$ cat config.mk
export PLATFORM = sky130hd
export DESIGN_NAME = ysyx_25060170_mc_core_flat
export DESIGN_NICKNAME = d
export VERILOG_FILES = /design/src/rtl/ysyx_25060170_mc_core_pkg.sv /design/src/rtl/ysyx_25060170_mc_core_if.sv /design/src/rtl/ysyx_25060170_mc_core_gpr.sv /design/src/rtl/ysyx_25060170_mc_core.sv /design/src/flat_wrapper.sv
export SDC_FILE = /design/constraint.sdc
export NUM_CORES = 2
export LEC_CHECK = 0
export BUFFER_PORTS_ARGS = -buffer_cell sky130_fd_sc_hd__buf_2
export CAP_MARGIN = 20
export CORE_ASPECT_RATIO = 0.5
export CORE_MARGIN = 1
export CORE_UTILIZATION = 30
export DETAILED_ROUTE_END_ITERATION = 7
export PLACE_DENSITY_LB_ADDON = 0.05
export SLEW_MARGIN = 0
export SYNTH_ARGS = -nofsm -noshare
export SYNTH_HDL_FRONTEND = slang
export SYNTH_SLANG_ARGS = --single-unit
$ cat constraint.sdc
create_clock -name clk -period 14.2 [get_ports clk]
set_clock_uncertainty 0.2 [all_clocks]
set_input_delay 2.84 -clock clk [delete_from_list [all_inputs] [get_ports clk]]
set_output_delay 2.84 -clock clk [all_outputs]
set_load 0.1 [all_outputs]
$ cat src/rtl/ysyx_25060170_mc_core_pkg.sv
// Shared types and constants for the multi-cycle core: FSM state encoding,
// default reset vector and the ABI index of a0 (used for the halt code).
package ysyx_25060170_core_pkg;

  typedef enum logic [2:0] {
    FETCH_REQ,
    FETCH_WAIT,
    EXEC,
    HALT,
    TRAP
  } core_state_e;

  localparam logic [31:0] RESET_PC_DEFAULT = 32'h8000_0000;
  localparam int          A0_IDX           = 10;
  localparam int          TIMEOUT_W        = 8;

  // A next PC is only legal when it is word aligned.
  function automatic logic misaligned4(input logic [1:0] lsb);
    return lsb != 2'b00;
  endfunction

endpackage

$ cat src/rtl/ysyx_25060170_mc_core_if.sv
// Instruction fetch bus: request channel (valid/ready + address) and a
// response channel (valid + data + error). The core is the master.
interface ysyx_25060170_mc_core_if #(
  parameter int XLEN = 32
) ();
  logic            ibus_req_valid;
  logic            ibus_req_ready;
  logic [XLEN-1:0] ibus_addr;
  logic            ibus_rsp_valid;
  logic [31:0]     ibus_rsp_data;
  logic            ibus_rsp_err;

  modport master (
    output ibus_req_valid, ibus_addr,
    input  ibus_req_ready, ibus_rsp_valid, ibus_rsp_data, ibus_rsp_err
  );

  modport slave (
    input  ibus_req_valid, ibus_addr,
    output ibus_req_ready, ibus_rsp_valid, ibus_rsp_data, ibus_rsp_err
  );
endinterface

$ cat src/rtl/ysyx_25060170_mc_core_gpr.sv
// General purpose register file: NR_REGS x XLEN, two combinational read
// ports, one write port. x0 and indices >= NR_REGS read as zero and ignore
// writes. Reads return the pre-write value (no bypass). a0_o is a direct
// tap of x10 used to capture the halt code.
module ysyx_25060170_gpr_n
  import ysyx_25060170_core_pkg::*;
#(
  parameter int XLEN    = 32,
  parameter int NR_REGS = 32,
  parameter int RW      = $clog2(NR_REGS)
) (
  input  logic            clk,
  input  logic            rst,
  input  logic [RW-1:0]   rs1_addr_i,
  input  logic [RW-1:0]   rs2_addr_i,
  output logic [XLEN-1:0] rs1_data_o,
  output logic [XLEN-1:0] rs2_data_o,
  input  logic            we_i,
  input  logic [RW-1:0]   waddr_i,
  input  logic [XLEN-1:0] wdata_i,
  output logic [XLEN-1:0] a0_o
);

  // x0 has no storage; entries 1..NR_REGS-1 only.
  logic [XLEN-1:0] regs_q [1:NR_REGS-1];

  logic wr_ok;
  assign wr_ok = we_i && (waddr_i != '0) && (32'(waddr_i) < 32'(NR_REGS));

  // Clear on reset, otherwise a single write port.
  always_ff @(posedge clk) begin
    if (!rst) begin
      for (int i = 1; i < NR_REGS; i++) regs_q[i] <= '0;
    end else if (wr_ok) begin
      regs_q[waddr_i] <= wdata_i;
    end
  end

  // Read port 1: zero for x0 and out-of-range indices.
  always_comb begin
    rs1_data_o = '0;
    if (rs1_addr_i != '0 && 32'(rs1_addr_i) < 32'(NR_REGS)) rs1_data_o = regs_q[rs1_addr_i];
  end

  // Read port 2: same rules as port 1.
  always_comb begin
    rs2_data_o = '0;
    if (rs2_addr_i != '0 && 32'(rs2_addr_i) < 32'(NR_REGS)) rs2_data_o = regs_q[rs2_addr_i];
  end

  generate
    if (NR_REGS > A0_IDX) begin : g_a0
      assign a0_o = regs_q[A0_IDX];
    end else begin : g_no_a0
      assign a0_o = '0;
    end
  endgenerate

endmodule

$ cat src/rtl/ysyx_25060170_mc_core.sv
// Multi-cycle core control: PC, instruction register, GPR file, fetch-bus
// handshake and the FETCH_REQ -> FETCH_WAIT -> EXEC FSM. Decode/ALU live
// outside and are driven through the ex_* ports during EXEC.
// Optional difftest commit outputs: define YSYX_25060170_MC_DIFFTEST_EN.
module ysyx_25060170_mc_core
  import ysyx_25060170_core_pkg::*;
#(
  parameter int              XLEN          = 32,
  parameter logic [XLEN-1:0] RESET_PC      = XLEN'(RESET_PC_DEFAULT),
  parameter int              NR_REGS       = 32,
  parameter int              FETCH_TIMEOUT = 255,
  localparam int             RW            = $clog2(NR_REGS)
) (
  input  logic                         clk,
  input  logic                         rst,
  ysyx_25060170_mc_core_if.master      ibus,
  output logic                         ex_valid,
  output logic [XLEN-1:0]              ex_pc,
  output logic [31:0]                  ex_inst,
  input  logic [RW-1:0]                ex_rs1_addr,
  input  logic [RW-1:0]                ex_rs2_addr,
  output logic [XLEN-1:0]              rs1_data,
  output logic [XLEN-1:0]              rs2_data,
  input  logic                         ex_rd_we,
  input  logic [RW-1:0]                ex_rd_addr,
  input  logic [XLEN-1:0]              ex_rd_wdata,
  input  logic [XLEN-1:0]              ex_next_pc,
  input  logic                         ex_halt,
  output logic                         halted,
  output logic [XLEN-1:0]              halt_code,
  output logic                         trap,
  output logic [63:0]                  commit_cnt
`ifdef YSYX_25060170_MC_DIFFTEST_EN
  ,
  output logic                         commit_valid,
  output logic [XLEN-1:0]              commit_pc,
  output logic [31:0]                  commit_inst,
  output logic [XLEN-1:0]              commit_next_pc
`endif
);

  core_state_e           state_q;
  logic [XLEN-1:0]       pc_q;
  logic [31:0]           ir_q;
  logic                  req_valid_q;
  logic                  ex_valid_q;
  logic                  halted_q;
  logic                  trap_q;
  logic [XLEN-1:0]       halt_code_q;
  logic [63:0]           commit_cnt_q;
  logic [TIMEOUT_W-1:0]  wait_cnt_q;

  logic                  in_exec;
  logic                  npc_bad;
  logic                  exec_retire;
  logic                  gpr_we;
  logic [XLEN-1:0]       a0_val;
  logic [XLEN-1:0]       a0_after;

  assign in_exec     = (state_q == EXEC);
  assign npc_bad     = misaligned4(ex_next_pc[1:0]);
  // An EXEC retires unless it would trap on a misaligned target; ebreak
  // retires regardless of next_pc.
  assign exec_retire = in_exec && (ex_halt || !npc_bad);
  assign gpr_we      = exec_retire && ex_rd_we;
  // Halt code sees this cycle's write to a0 (write-through).
  assign a0_after    = (gpr_we && ex_rd_addr == RW'(A0_IDX)) ? ex_rd_wdata : a0_val;

  ysyx_25060170_gpr_n #(
    .XLEN    (XLEN),
    .NR_REGS (NR_REGS),
    .RW      (RW)
  ) u_gpr (
    .clk        (clk),
    .rst        (rst),
    .rs1_addr_i (ex_rs1_addr),
    .rs2_addr_i (ex_rs2_addr),
    .rs1_data_o (rs1_data),
    .rs2_data_o (rs2_data),
    .we_i       (gpr_we),
    .waddr_i    (ex_rd_addr),
    .wdata_i    (ex_rd_wdata),
    .a0_o       (a0_val)
  );

  // Core FSM with PC, IR, status flags and counters; outputs are registered.
  always_ff @(posedge clk) begin
    if (!rst) begin
      state_q      <= FETCH_REQ;
      pc_q         <= RESET_PC;
      ir_q         <= '0;
      req_valid_q  <= 1'b1;
      ex_valid_q   <= 1'b0;
      halted_q     <= 1'b0;
      trap_q       <= 1'b0;
      halt_code_q  <= '0;
      commit_cnt_q <= '0;
      wait_cnt_q   <= '0;
    end else begin
      case (state_q)
        FETCH_REQ: begin
          if (ibus.ibus_req_ready) begin
            state_q     <= FETCH_WAIT;
            req_valid_q <= 1'b0;
            wait_cnt_q  <= '0;
          end
        end
        FETCH_WAIT: begin
          if (ibus.ibus_rsp_valid) begin
            if (ibus.ibus_rsp_err) begin
              state_q <= TRAP;
              trap_q  <= 1'b1;
            end else begin
              ir_q       <= ibus.ibus_rsp_data;
              state_q    <= EXEC;
              ex_valid_q <= 1'b1;
            end
          end else if (wait_cnt_q == TIMEOUT_W'(FETCH_TIMEOUT)) begin
            state_q <= TRAP;
            trap_q  <= 1'b1;
          end else begin
            wait_cnt_q <= wait_cnt_q + 1'b1;
          end
        end
        EXEC: begin
          ex_valid_q <= 1'b0;
          if (ex_halt) begin
            commit_cnt_q <= commit_cnt_q + 64'd1;
            state_q      <= HALT;
            halted_q     <= 1'b1;
            halt_code_q  <= a0_after;
          end else if (npc_bad) begin
            state_q <= TRAP;
            trap_q  <= 1'b1;
          end else begin
            commit_cnt_q <= commit_cnt_q + 64'd1;
            pc_q         <= ex_next_pc;
            state_q      <= FETCH_REQ;
            req_valid_q  <= 1'b1;
          end
        end
        HALT: state_q <= HALT;
        TRAP: state_q <= TRAP;
        default: begin
          state_q     <= TRAP;
          trap_q      <= 1'b1;
          req_valid_q <= 1'b0;
          ex_valid_q  <= 1'b0;
        end
      endcase
    end
  end

  assign ibus.ibus_req_valid = req_valid_q;
  assign ibus.ibus_addr      = pc_q;
  assign ex_valid            = ex_valid_q;
  assign ex_pc               = pc_q;
  assign ex_inst             = ir_q;
  assign halted              = halted_q;
  assign halt_code           = halt_code_q;
  assign trap                = trap_q;
  assign commit_cnt          = commit_cnt_q;

`ifdef YSYX_25060170_MC_DIFFTEST_EN
  logic            commit_valid_q;
  logic [XLEN-1:0] commit_pc_q;
  logic [31:0]     commit_inst_q;
  logic [XLEN-1:0] commit_next_pc_q;

  // Capture each retiring instruction for the difftest harness.
  always_ff @(posedge clk) begin
    if (!rst) begin
      commit_valid_q   <= 1'b0;
      commit_pc_q      <= '0;
      commit_inst_q    <= '0;
      commit_next_pc_q <= '0;
    end else begin
      commit_valid_q <= exec_retire;
      if (exec_retire) begin
        commit_pc_q      <= pc_q;
        commit_inst_q    <= ir_q;
        commit_next_pc_q <= ex_next_pc;
      end
    end
  end

  assign commit_valid   = commit_valid_q;
  assign commit_pc      = commit_pc_q;
  assign commit_inst    = commit_inst_q;
  assign commit_next_pc = commit_next_pc_q;
`endif

endmodule
$ cat src/flat_wrapper.sv
// flat-port wrapper written by rule: the top's interface ports become plain ports
module ysyx_25060170_mc_core_flat import ysyx_25060170_core_pkg::*;
#(
  parameter int              XLEN          = 32,
  parameter logic [XLEN-1:0] RESET_PC      = XLEN'(RESET_PC_DEFAULT),
  parameter int              NR_REGS       = 32,
  parameter int              FETCH_TIMEOUT = 255,
  localparam int             RW            = $clog2(NR_REGS)
)
  (clk, rst, ex_valid, ex_pc, ex_inst, ex_rs1_addr, ex_rs2_addr, rs1_data, rs2_data, ex_rd_we, ex_rd_addr, ex_rd_wdata, ex_next_pc, ex_halt, halted, halt_code, trap, commit_cnt, ibus_ibus_req_valid, ibus_ibus_addr, ibus_ibus_req_ready, ibus_ibus_rsp_valid, ibus_ibus_rsp_data, ibus_ibus_rsp_err);
  ysyx_25060170_mc_core_if #(.XLEN(XLEN)) ibus_i ();
  input  logic clk;
  input  logic rst;
  output logic ex_valid;
  output logic [XLEN-1:0] ex_pc;
  output logic [31:0] ex_inst;
  input  logic [RW-1:0] ex_rs1_addr;
  input  logic [RW-1:0] ex_rs2_addr;
  output logic [XLEN-1:0] rs1_data;
  output logic [XLEN-1:0] rs2_data;
  input  logic ex_rd_we;
  input  logic [RW-1:0] ex_rd_addr;
  input  logic [XLEN-1:0] ex_rd_wdata;
  input  logic [XLEN-1:0] ex_next_pc;
  input  logic ex_halt;
  output logic halted;
  output logic [XLEN-1:0] halt_code;
  output logic trap;
  output logic [63:0] commit_cnt;
  output wire logic [$bits(ibus_i.ibus_req_valid)-1:0] ibus_ibus_req_valid;
  output wire logic [$bits(ibus_i.ibus_addr)-1:0] ibus_ibus_addr;
  input wire logic [$bits(ibus_i.ibus_req_ready)-1:0] ibus_ibus_req_ready;
  input wire logic [$bits(ibus_i.ibus_rsp_valid)-1:0] ibus_ibus_rsp_valid;
  input wire logic [$bits(ibus_i.ibus_rsp_data)-1:0] ibus_ibus_rsp_data;
  input wire logic [$bits(ibus_i.ibus_rsp_err)-1:0] ibus_ibus_rsp_err;
  assign ibus_ibus_req_valid = ibus_i.ibus_req_valid;
  assign ibus_ibus_addr = ibus_i.ibus_addr;
  assign ibus_i.ibus_req_ready = ibus_ibus_req_ready;
  assign ibus_i.ibus_rsp_valid = ibus_ibus_rsp_valid;
  assign ibus_i.ibus_rsp_data = ibus_ibus_rsp_data;
  assign ibus_i.ibus_rsp_err = ibus_ibus_rsp_err;
  ysyx_25060170_mc_core #(.XLEN(XLEN), .RESET_PC(RESET_PC), .NR_REGS(NR_REGS), .FETCH_TIMEOUT(FETCH_TIMEOUT)) u_core (.clk(clk), .rst(rst), .ibus(ibus_i), .ex_valid(ex_valid), .ex_pc(ex_pc), .ex_inst(ex_inst), .ex_rs1_addr(ex_rs1_addr), .ex_rs2_addr(ex_rs2_addr), .rs1_data(rs1_data), .rs2_data(rs2_data), .ex_rd_we(ex_rd_we), .ex_rd_addr(ex_rd_addr), .ex_rd_wdata(ex_rd_wdata), .ex_next_pc(ex_next_pc), .ex_halt(ex_halt), .halted(halted), .halt_code(halt_code), .trap(trap), .commit_cnt(commit_cnt));
endmodule
==> run metrics <==
HP Class=reg2reg; average wire per standard cell=33.68 um; final hold vios=0; Die W=639.9 um; status=complete, no violations; delay-heaviest family, CP=buffers and inverters; Max-cap violations=0; Clock power frac=0.409; layout cells sized above 1=0.2748; initial core utilization=0.3036; DR pass1 iterations=5; Final WS setup=4.294 ns; Worst Hold Slack=0.2511 ns; area of the multi-input gates=25380 sq um; IO buf count=approximately 380; CTS Hold Bufs=0; initial antenna violation count=33; io pins=roughly 380; Placeable Area=201000 sq um; Worst-path clk slew=around 0.060 ns; crit-path cells=buf_8 > buf_4 > nor2_1 > nor2_2 > buf_4 > a22oi_1 > a22o_1 > a31oi_1 > buf_2; top post-synthesis cells by area=edfxtp_1 50%, mux4_2 19%, and2_1 9.9%; CP arrival=6.87 ns; Post-Syn Instances=4358; share of flip-flops with an asynchronous set or reset=0; WL final=~250000 um; P_leak=25.21 nW; Slew Limit Fails=0; total die area=205400 sq um; P per Cell Area=122.1 nW/um^2; Synth top area share=0.5038; Worst-Skew Late Latency=0.78 ns; Syn-to-layout area delta=15.10%; H-Tree Depth=4; largest net degree at the start of global routing=95; Setup CP Type=in2out; post-synth top area cell=edfxtp_1; critical-path cell with the highest stage delay=buf_4; fill count=19450; f_max=101.0 MHz; Post-CTS Setup Bufs=0; RSZ-0062 raised after global routing=false; slew margin rel.=0.2844; syn_area_per_cell=around 14 sq um; total CTS buffers=139; switching power=2.376 mW; crit path time final=9.906 ns; VDD IR max=0.07954 mV; CTS tree=built; Area after DPL=roughly 66000 sq um; DRT antenna net count=0; Most Frequent Cell on Critical Path=buf_4; crit share post-route=0.6976; GRT Util Overall=0.2383; Worst Setup Start Kind=input pin; vias in the first global route=40660; CTS root buffer=clkbuf_16; Setup crit end kind=output port; Worst Path Required=11.16 ns; synthesized flop and latch total=1199; Reg area=~34000 sq um; internal power=a little over 6 mW; Ys Warns=0; DRC violations left=0; Setup violations, final=0; sequential power share=0.464; critical path buffer and inverter count=4; Switching Fraction=0.2769; GRT Residual Overflow=0; CTS Buffer Depth=4; Seq/Total Area, Yosys=0.5612; cell row count=116; slowest stage delay, CP=0.83 ns; Placement Setup Slack=roughly 4.3 ns; global-route wire length before repair=340500 um; Worst Tran Pin Value=1.069 ns; placed cell count=7119; setup tns final=0 ns; via count=roughly 41000; Logic pwr share=0.127; synthesized cell area=61030 sq um; fin area=70250 sq um; DP HPWL=146200 um; post-CTS sizing=0; vias per inst=roughly 5.5; EDFF count, synth=just over 1000; die height=between 300 and 400 um; CP max FO=48; ys flop type=edfxtp_1; RePlAce Congestion=0.8148; Distinct cells, synth=56; fin cells=approximately 7400; Detailed Route Iter0 Violations=4561; Num Clock Sinks=1199; Final nets=4668
==> placed cells by master, fill, tap and decap left out, types with 11 or more instances in the layout <==
cell type  Yosys  routed
edfxtp_1    1024    1024
and2_1       968     965
mux4_2       512     512
buf_2         17     371
nand2_1      225     224
dfxtp_1      175     175
a22oi_1      167     167
clkbuf_16      0     143
a21oi_1      108     108
buf_4         35     107
a31oi_1       99      99
mux2i_1       66      66
o21ai_0       89      59
nor2_1        81      52
clkbuf_1     369      41
a22o_1        39      39
inv_1         38      38
conb_1         1      32
o21ai_4        0      30
nand4_1       28      28
nand3_1       27      26
o22ai_1       23      23
a211o_1       23      23
or4_1         22      22
nor2_4         3      20
o31ai_1       18      18
or3_1         17      17
diode_2        0      16
nor2_2         4      16
xor2_1        15      15
clkinv_2       0      15
clkinv_1       1      14
and4_1        13      13
and3_1        12      12
nor3_1        11      11
xnor2_1       11      11
==> kinds of logic (layout without fill, tap and decap cells) <==
kind of cell / after synthesis / after routing / synth area share
AND/OR/NAND/NOR: 1459 / 1459 / 0.1383
flip-flops: 1199 / 1199 / 0.5612
multiplexers: 580 / 580 / 0.2001
AO/OA/AOI/OAI: 579 / 579 / 0.06201
buffers and inverters: 512 / 759 / 0.03411
XOR/XNOR: 26 / 26 / 0.003731
adder cells (fa/ha/maj): 2 / 2 / 0.0004099
other: 1 / 48 / 0.00006144
==> layout make-up <==
type / instances / area share
clock inverter: 36 / 0.004168
timing repair buffer: 491 / 0.04114
tap: 2714 / 0.04834
sequential: 1199 / 0.4876
multi-input combinational: 2678 / 0.3613
clock buffer: 193 / 0.05480
antenna: 16 / 0.0005699
inverter: 39 / 0.002119
==> sequential cells by signal, summed over array words and instances, names as in the netlist <==
register,cells
u_core.wait_cnt_q,8
u_core.ex_inst,32
u_core.halt_code,32
u_core.trap,1
u_core.commit_cnt,64
u_core.ex_pc,32
u_core.u_gpr.regs_q,1024
u_core.state_q,3
u_core.ex_valid,1
u_core.halted,1
u_core.ibus.ibus_req_valid,1
==> through the flow <==
step	util	power, mW
floorplan	-	4.719
global placement	0.3285	5.140
finish	0.3495	8.579
CTS	0.3491	8.664
detailed placement	0.3285	5.143
global route	0.3493	8.844
==> tightest hold or removal path, stage by stage, from the launching register on <==
cell,delay (ns)
dfxtp_1,0.30
nand2_1,0.05
a21oi_1,0.05
==> layer usage <==
layer,vias to the layer above,wire length [um],global-route usage
met2,1557,108200,0.3564
met4,6,4492,0.04397
li1,17000,-,-
met5,-,33,0
met1,21800,118500,0.3602
met3,284,16860,0.04461
==> final timing paths <==
kind	to	cells past startpoint	slack, ns	start
setup / recovery	rs2_data[10]	9	4.29	ex_rs2_addr[0]
hold reg to reg	u_core.ex_inst[14]$_SDFFE_PN0P_	2	0.25	u_core.ex_inst[14]$_SDFFE_PN0P_
hold / removal	u_core.ex_inst[14]$_SDFFE_PN0P_	2	0.25	u_core.ex_inst[14]$_SDFFE_PN0P_
setup reg to reg	u_core.u_gpr.regs_q[20][19]$_SDFFCE_PN0P_	5	9.93	u_core.state_q[1]$_SDFFE_PN0P_
==> power by group through the flow <==
stage | clock network, mW | registers, mW | logic [mW]
global route | 3.73 | 3.99 | 1.12
finish | 3.51 | 3.98 | 1.09
floorplan | 0 | 4.07 | 0.647
detailed placement | 0 | 4.06 | 1.09
CTS | 3.59 | 3.98 | 1.09
global placement | 0 | 4.05 | 1.09
==> cell usage after synthesis, types with 23 or more instances <==
cell type / number
dfxtp_1: 175
o22ai_1: 23
mux2i_1: 66
a22oi_1: 167
a31oi_1: 99
and2_1: 968
nor2_1: 81
o21ai_0: 89
a22o_1: 39
nand4_1: 28
clkbuf_1: 369
inv_1: 38
nand3_1: 27
edfxtp_1: 1024
buf_1: 51
nand2_1: 225
a21oi_1: 108
a211o_1: 23
mux4_2: 512
buf_4: 35
Note: power is estimated with default switching activity, not from simulation.
